<file path="src/rtl/mem_arbiter.sv">
// mem_arbiter: shares one slow 16-bit word memory between an I-fetch port and a D port.
// Define MEM_ARB_RR_EN for round-robin arbitration in place of D priority with starvation relief.
module mem_arbiter #(
  parameter int LAT        = 1,
  parameter int STARVE_MAX = 4
) (
  input  logic        clk,
  input  logic        rst_n,
  input  logic        i_req_i,
  input  logic [15:0] i_addr_i,
  output logic        i_gnt_o,
  output logic        i_done_o,
  output logic [15:0] i_rdata_o,
  input  logic        d_req_i,
  input  logic        d_wr_i,
  input  logic [15:0] d_addr_i,
  input  logic [15:0] d_wdata_i,
  output logic        d_gnt_o,
  output logic        d_done_o,
  output logic [15:0] d_rdata_o,
  output logic        mem_en_o,
  output logic        mem_wr_o,
  output logic [15:0] mem_addr_o,
  output logic [15:0] mem_wdata_o,
  input  logic [15:0] mem_rdata_i,
  input  logic        createdump_i,
  output logic        mem_dump_o,
  output logic        busy_o
);
  typedef enum logic [1:0] {IDLE, ACCESS, DONE} state_t;
  state_t      state_q;
  logic        port_q, wr_q, pend_q, pend_d, sched_dump, start, pick_d;
  logic        i_gnt_q, i_done_q, d_gnt_q, d_done_q, mem_en_q, mem_wr_q, mem_dump_q;
  logic [15:0] i_rdata_q, d_rdata_q, mem_addr_q, mem_wdata_q, wdata_q;
  logic [3:0]  cnt_q;
`ifdef MEM_ARB_RR_EN
  logic        last_d_q;
  assign pick_d = d_req_i & (~i_req_i | ~last_d_q);
`else
  logic [3:0]  starve_q;
  assign pick_d = d_req_i & ~(i_req_i & (starve_q == 4'(STARVE_MAX)));
`endif
  assign pend_d     = pend_q | createdump_i;
  // a dump is scheduled for the next IDLE cycle and blocks any access from starting there
  assign sched_dump = ~mem_dump_q & pend_d & (state_q == IDLE || state_q == DONE);
  assign start      = (state_q == IDLE) & (i_req_i | d_req_i) & ~mem_dump_q & ~sched_dump;
  always_ff @(posedge clk or negedge rst_n) begin
    if (!rst_n) begin
      state_q     <= IDLE;
      port_q      <= 1'b0;
      wr_q        <= 1'b0;
      pend_q      <= 1'b0;
      wdata_q     <= '0;
      cnt_q       <= '0;
      i_gnt_q     <= 1'b0;
      i_done_q    <= 1'b0;
      d_gnt_q     <= 1'b0;
      d_done_q    <= 1'b0;
      i_rdata_q   <= '0;
      d_rdata_q   <= '0;
      mem_en_q    <= 1'b0;
      mem_wr_q    <= 1'b0;
      mem_addr_q  <= '0;
      mem_wdata_q <= '0;
      mem_dump_q  <= 1'b0;
`ifdef MEM_ARB_RR_EN
      last_d_q    <= 1'b0;
`else
      starve_q    <= '0;
`endif
    end else begin
      i_gnt_q    <= 1'b0;
      d_gnt_q    <= 1'b0;
      i_done_q   <= 1'b0;
      d_done_q   <= 1'b0;
      mem_dump_q <= sched_dump;
      pend_q     <= mem_dump_q ? createdump_i : pend_d;
      case (state_q)
        IDLE: begin
`ifndef MEM_ARB_RR_EN
          if (!i_req_i) starve_q <= '0;
`endif
          if (start) begin
            state_q     <= ACCESS;
            port_q      <= pick_d;
            wr_q        <= pick_d & d_wr_i;
            wdata_q     <= d_wdata_i;
            cnt_q       <= 4'(LAT - 1);
            i_gnt_q     <= ~pick_d;
            d_gnt_q     <= pick_d;
            mem_en_q    <= 1'b1;
            mem_addr_q  <= pick_d ? d_addr_i : i_addr_i;
            mem_wr_q    <= (LAT == 1) & pick_d & d_wr_i;
            mem_wdata_q <= ((LAT == 1) & pick_d & d_wr_i) ? d_wdata_i : '0;
`ifdef MEM_ARB_RR_EN
            last_d_q    <= pick_d;
`else
            starve_q    <= (pick_d & i_req_i) ? starve_q + 4'd1 : '0;
`endif
          end
        end
        ACCESS: begin
          if (cnt_q == 4'd0) begin
            state_q     <= DONE;
            mem_en_q    <= 1'b0;
            mem_wr_q    <= 1'b0;
            mem_addr_q  <= '0;
            mem_wdata_q <= '0;
            i_done_q    <= ~port_q;
            d_done_q    <= port_q;
            if (!wr_q && port_q) d_rdata_q <= mem_rdata_i;
            if (!wr_q && !port_q) i_rdata_q <= mem_rdata_i;
          end else begin
            cnt_q <= cnt_q - 4'd1;
            // the single memory write lands in the final busy cycle
            if (cnt_q == 4'd1 && wr_q) begin
              mem_wr_q    <= 1'b1;
              mem_wdata_q <= wdata_q;
            end
          end
        end
        DONE:    state_q <= IDLE;
        default: state_q <= IDLE;
      endcase
    end
  end
  assign i_gnt_o     = i_gnt_q;
  assign i_done_o    = i_done_q;
  assign i_rdata_o   = i_rdata_q;
  assign d_gnt_o     = d_gnt_q;
  assign d_done_o    = d_done_q;
  assign d_rdata_o   = d_rdata_q;
  assign mem_en_o    = mem_en_q;
  assign mem_wr_o    = mem_wr_q;
  assign mem_addr_o  = mem_addr_q;
  assign mem_wdata_o = mem_wdata_q;
  assign mem_dump_o  = mem_dump_q;
  assign busy_o      = state_q != IDLE;
endmodule

</file>
<file path="config.mk">
export PLATFORM = sky130hd
export DESIGN_NAME = mem_arbiter
export DESIGN_NICKNAME = d
export VERILOG_FILES = /design/src/rtl/mem_arbiter.sv
export SDC_FILE = /design/constraint.sdc
export NUM_CORES = 1
export LEC_CHECK = 0
export BUFFER_PORTS_ARGS = -buffer_cell sky130_fd_sc_hd__buf_2
export CAP_MARGIN = 20
export CORE_UTILIZATION = 45
export CTS_BUF_LIST = sky130_fd_sc_hd__clkbuf_4 sky130_fd_sc_hd__clkbuf_8 sky130_fd_sc_hd__clkbuf_16
export CTS_CLUSTER_SIZE = 14
export DETAILED_ROUTE_END_ITERATION = 16
export PLACE_DENSITY = 0.79
export SYNTH_ARGS = -nofsm -noshare
export SYNTH_HDL_FRONTEND = slang
export SYNTH_SLANG_ARGS = --single-unit
</file>
<file path="constraint.sdc">
create_clock -name clk -period 2.19 [get_ports clk]
set_input_delay 0 -clock clk [delete_from_list [all_inputs] [get_ports clk]]
set_output_delay 0 -clock clk [all_outputs]
set_load 0.02 [all_outputs]
</file>
==> impl_results.md <==
* DRC Markers at 0
* Status: finished clean
* Pwr dens at 1150 mW/mm^2
* Fin area at 0.00596 sq mm
* Sequential cell area fraction in the yosys report at 0.594
* Post-CTS Setup Bufs at 0
* Total track usage at 0.233
* Iter 0 DRT Violations at between 90 and 100
* Worst-skew pair later-pin latency at 0.37 ns
* Die height at 98.8 um
* RSZ-0062 raised after global routing: false
* Final hold violation count at 0
* Worst hold slack at 0.0964 ns
* Fin crit share at 0.929
* Gr ovfl total at 0
* Relative slew slack at 0.545
* Fmax at ~490 MHz
* Vias in the first global route at approximately 3800
* Clock root cell: clkbuf_8
* Unique masters post-synth at 34
* Drt total wl at 10700 um
* DR vias at 3415
* Slew @ Worst Pin at 0.681 ns
* Worst reg2reg startpoint: mem_dump_o
* Type of origin of the critical path: register
* Tmin final at 2.03 ns
* DR pass1 iterations at 4
* Dpl cell area at around 0.0051 sq mm
* Lkg Pwr at 3.09 nW
* Max clock buf depth at 2
* Synth Instances at 331
* Max Slew Vio Count at 0
* Clock sink total at 100
* Core ar. at 0.00889 sq mm
* Register-to-Register Path Depth at 5
* Num CTS Buffers at 9
* Area growth, synth to finish at 41.5%
* R2R Setup Slk at 0.16 ns
* Final Net Count at 623
* Initial antenna violation count at 0
* Routed Antenna Nets at 0
* Worst VDD drop at between 800 and 900 uV
* Hold WC Path Type: input port to asynchronous set/reset pin
* DP Wirelength at 6530 um
* Worst Skew at 0.0142 ns
* CP Capture Type: register
* Per-cell routed wire length at 16.2 um
* Required time of the critical path at 2.43 ns
* Global-route wire length before repair at ~18000 um
* Clock-pin transition on the worst setup and hold timing paths at about 0.090 ns
* Reg2reg end: mem_wdata_o[0]
* N_diodes at 0
* Crit path max fanout at 17
* Crit path DAT at between 2 and 2.5 ns
* Starting density of the core at 0.474
* Share of cells above drive strength 1 at 0.389
* Die area at 0.00976 sq mm
* Synthesized area per cell at 12.7 sq um
* Fill cell count at about 650
* Synth warn at 0
* # IOs at 142
* I/O Buffers at roughly 140
* Post-Syn Area at 0.00421 sq mm
* Largest net degree at the start of global routing at 74
* Number of synthesized register bits at 100
* Rows at 34
* CTS tree: done
* WS Path Type: register to register
* Die width at between 90 and 100 um
* Syn Nets at 406
* Max-cap violations at 0
* Vias per cell at 5.17
* Setup violations, final at 0
* Gpl congestion at 0.768
* H-tree depth at 3
-- worst max-delay path, stage by stage, from the launching register on --
cell,delay [ns]
dfrtp_1,0.42
or3_4,0.43
or3_4,0.40
a21oi_4,0.16
buf_12,0.17
mux2_2,0.34
-- cells in the final DEF, fill, tap and decap left out, drive strengths merged, types with 2 or more instances in the layout --
cell,synthesis,final
clkbuf,8,10
nand2,53,53
clkinv,0,3
xor2,2,2
buf,7,152
o21ai,2,2
o2bb2ai,16,16
mux2,49,49
and4b,2,2
a21o,4,4
or3,2,2
nor2,10,10
o22ai,2,2
inv,10,11
and2,2,2
nand3,6,6
a22o,18,18
dlygate4sd3,0,69
a21oi,3,3
mux2i,17,17
nor3,4,4
ha,5,5
dfrtp,100,100
-- power breakdown --
group	internal (mW)	switching, mW
clock	0.426	0.622
combinational	1.22	1.58
sequential	2.58	0.413
total	4.22	2.61
-- worst max-delay path by stage --
stage	startpoint	slack, ns	endpoint
after floorplan	mem_dump_o	0.05	mem_wdata_o[10]
after global placement	cnt_q[1]	0.05	mem_wdata_o[8]
after detailed placement	cnt_q[1]	-0.05	mem_wdata_o[14]
after CTS	cnt_q[1]	0.06	mem_wdata_o[14]
after global routing	starve_q[1]	0.06	mem_wdata_o[14]
final	mem_dump_o	0.16	mem_wdata_o[0]
-- what timing repair did --
item                                    4_1_cts  5_1_grt
hold endpoints to repair                    181        0
pin swaps                                     0        0
hold buffers                                 69        0
endpoints found under the setup margin       16        8
gates resized for setup                       1        1
-- through the flow --
stage | power [mW] | util | TNS, ns | worst slack [ns] | cells
after floorplan | 4.73 | - | 0 | 0.0534 | 331
after global placement | 5.58 | 0.573 | 0 | 0.0522 | 575
after detailed placement | 5.69 | 0.573 | -0.394 | -0.0542 | 575
after CTS | 6.85 | 0.670 | 0 | 0.0586 | 659
after global routing | 7.26 | 0.671 | 0 | 0.0559 | 660
final | 6.84 | 0.671 | 0 | 0.156 | 660
-- state kept, by name, summed over array words and instances, names as in the netlist --
signal	flops
cnt_q	4
d_done_o	1
d_gnt_o	1
d_rdata_o	16
i_done_o	1
i_gnt_o	1
i_rdata_o	16
mem_addr_o	16
mem_dump_o	1
mem_en_o	1
mem_wdata_o	16
mem_wr_o	1
pend_q	1
port_q	1
starve_q	4
state_q	2
wdata_q	16
wr_q	1
-- final cells by class --
class	instances	area (sq um)	share of cell area
multi-input combinational	206	1610	0.270
clock buffer	10	131	0.0220
tap	108	135	0.0227
clock inverter	5	38.8	0.00651
timing repair buffer	221	1510	0.253
sequential	100	2500	0.420
inverter	10	37.5	0.00630
-- cells by family after synthesis --
| kind of cell | Yosys count | share of synthesized area |
|---|---|---|
| buf+inv | 25 | 0.0258 |
| flops | 100 | 0.594 |
| fa+ha+maj | 5 | 0.0148 |
| xor+xnor | 2 | 0.00416 |
| mux | 66 | 0.171 |
| simple gates | 85 | 0.0950 |
| compound gates | 48 | 0.0950 |
-- cells in the mapped netlist --
master       n  share of area
nor4b_2      1         0.0036
buf_2        6         0.0071
nand3b_1     1         0.0018
xor2_1       2         0.0042
or3_4        2         0.0053
nand2_1     53          0.047
o21ai_0      2         0.0024
buf_6        1         0.0027
a22o_1      18          0.037
a21oi_4      1         0.0039
and4b_1      2         0.0048
o2bb2ai_1   16          0.033
nor3_2       1         0.0024
mux2_2      40           0.11
o22ai_1      2         0.0030
ha_1         5          0.015
mux2i_1     17          0.040
or3b_1       1         0.0021
a31o_2       1         0.0021
and2_1       2         0.0030
a21o_1       4         0.0071
nor2_1      10         0.0089
mux2_1       9          0.024
inv_1       10         0.0089
and2b_1      1         0.0018
dfrtp_1    100           0.59
and3_1       1         0.0015
a21oi_1      2         0.0024
nand4b_1     1         0.0021
nor3_1       3         0.0036
a22oi_1      1         0.0018
clkbuf_1     8         0.0071
a21boi_0     1         0.0018
nand3_1      6         0.0071
-- routing by layer --
layer / track usage / routed length (um) / vias up
met5: 0 / 0 / -
li1: - / - / 1602
met2: 0.397 / 5300 / 127
met4: 0.110 / 289 / 0
met1: 0.276 / 4500 / 1654
met3: 0.0617 / 570 / 32
(Power assumes the default switching activity.)
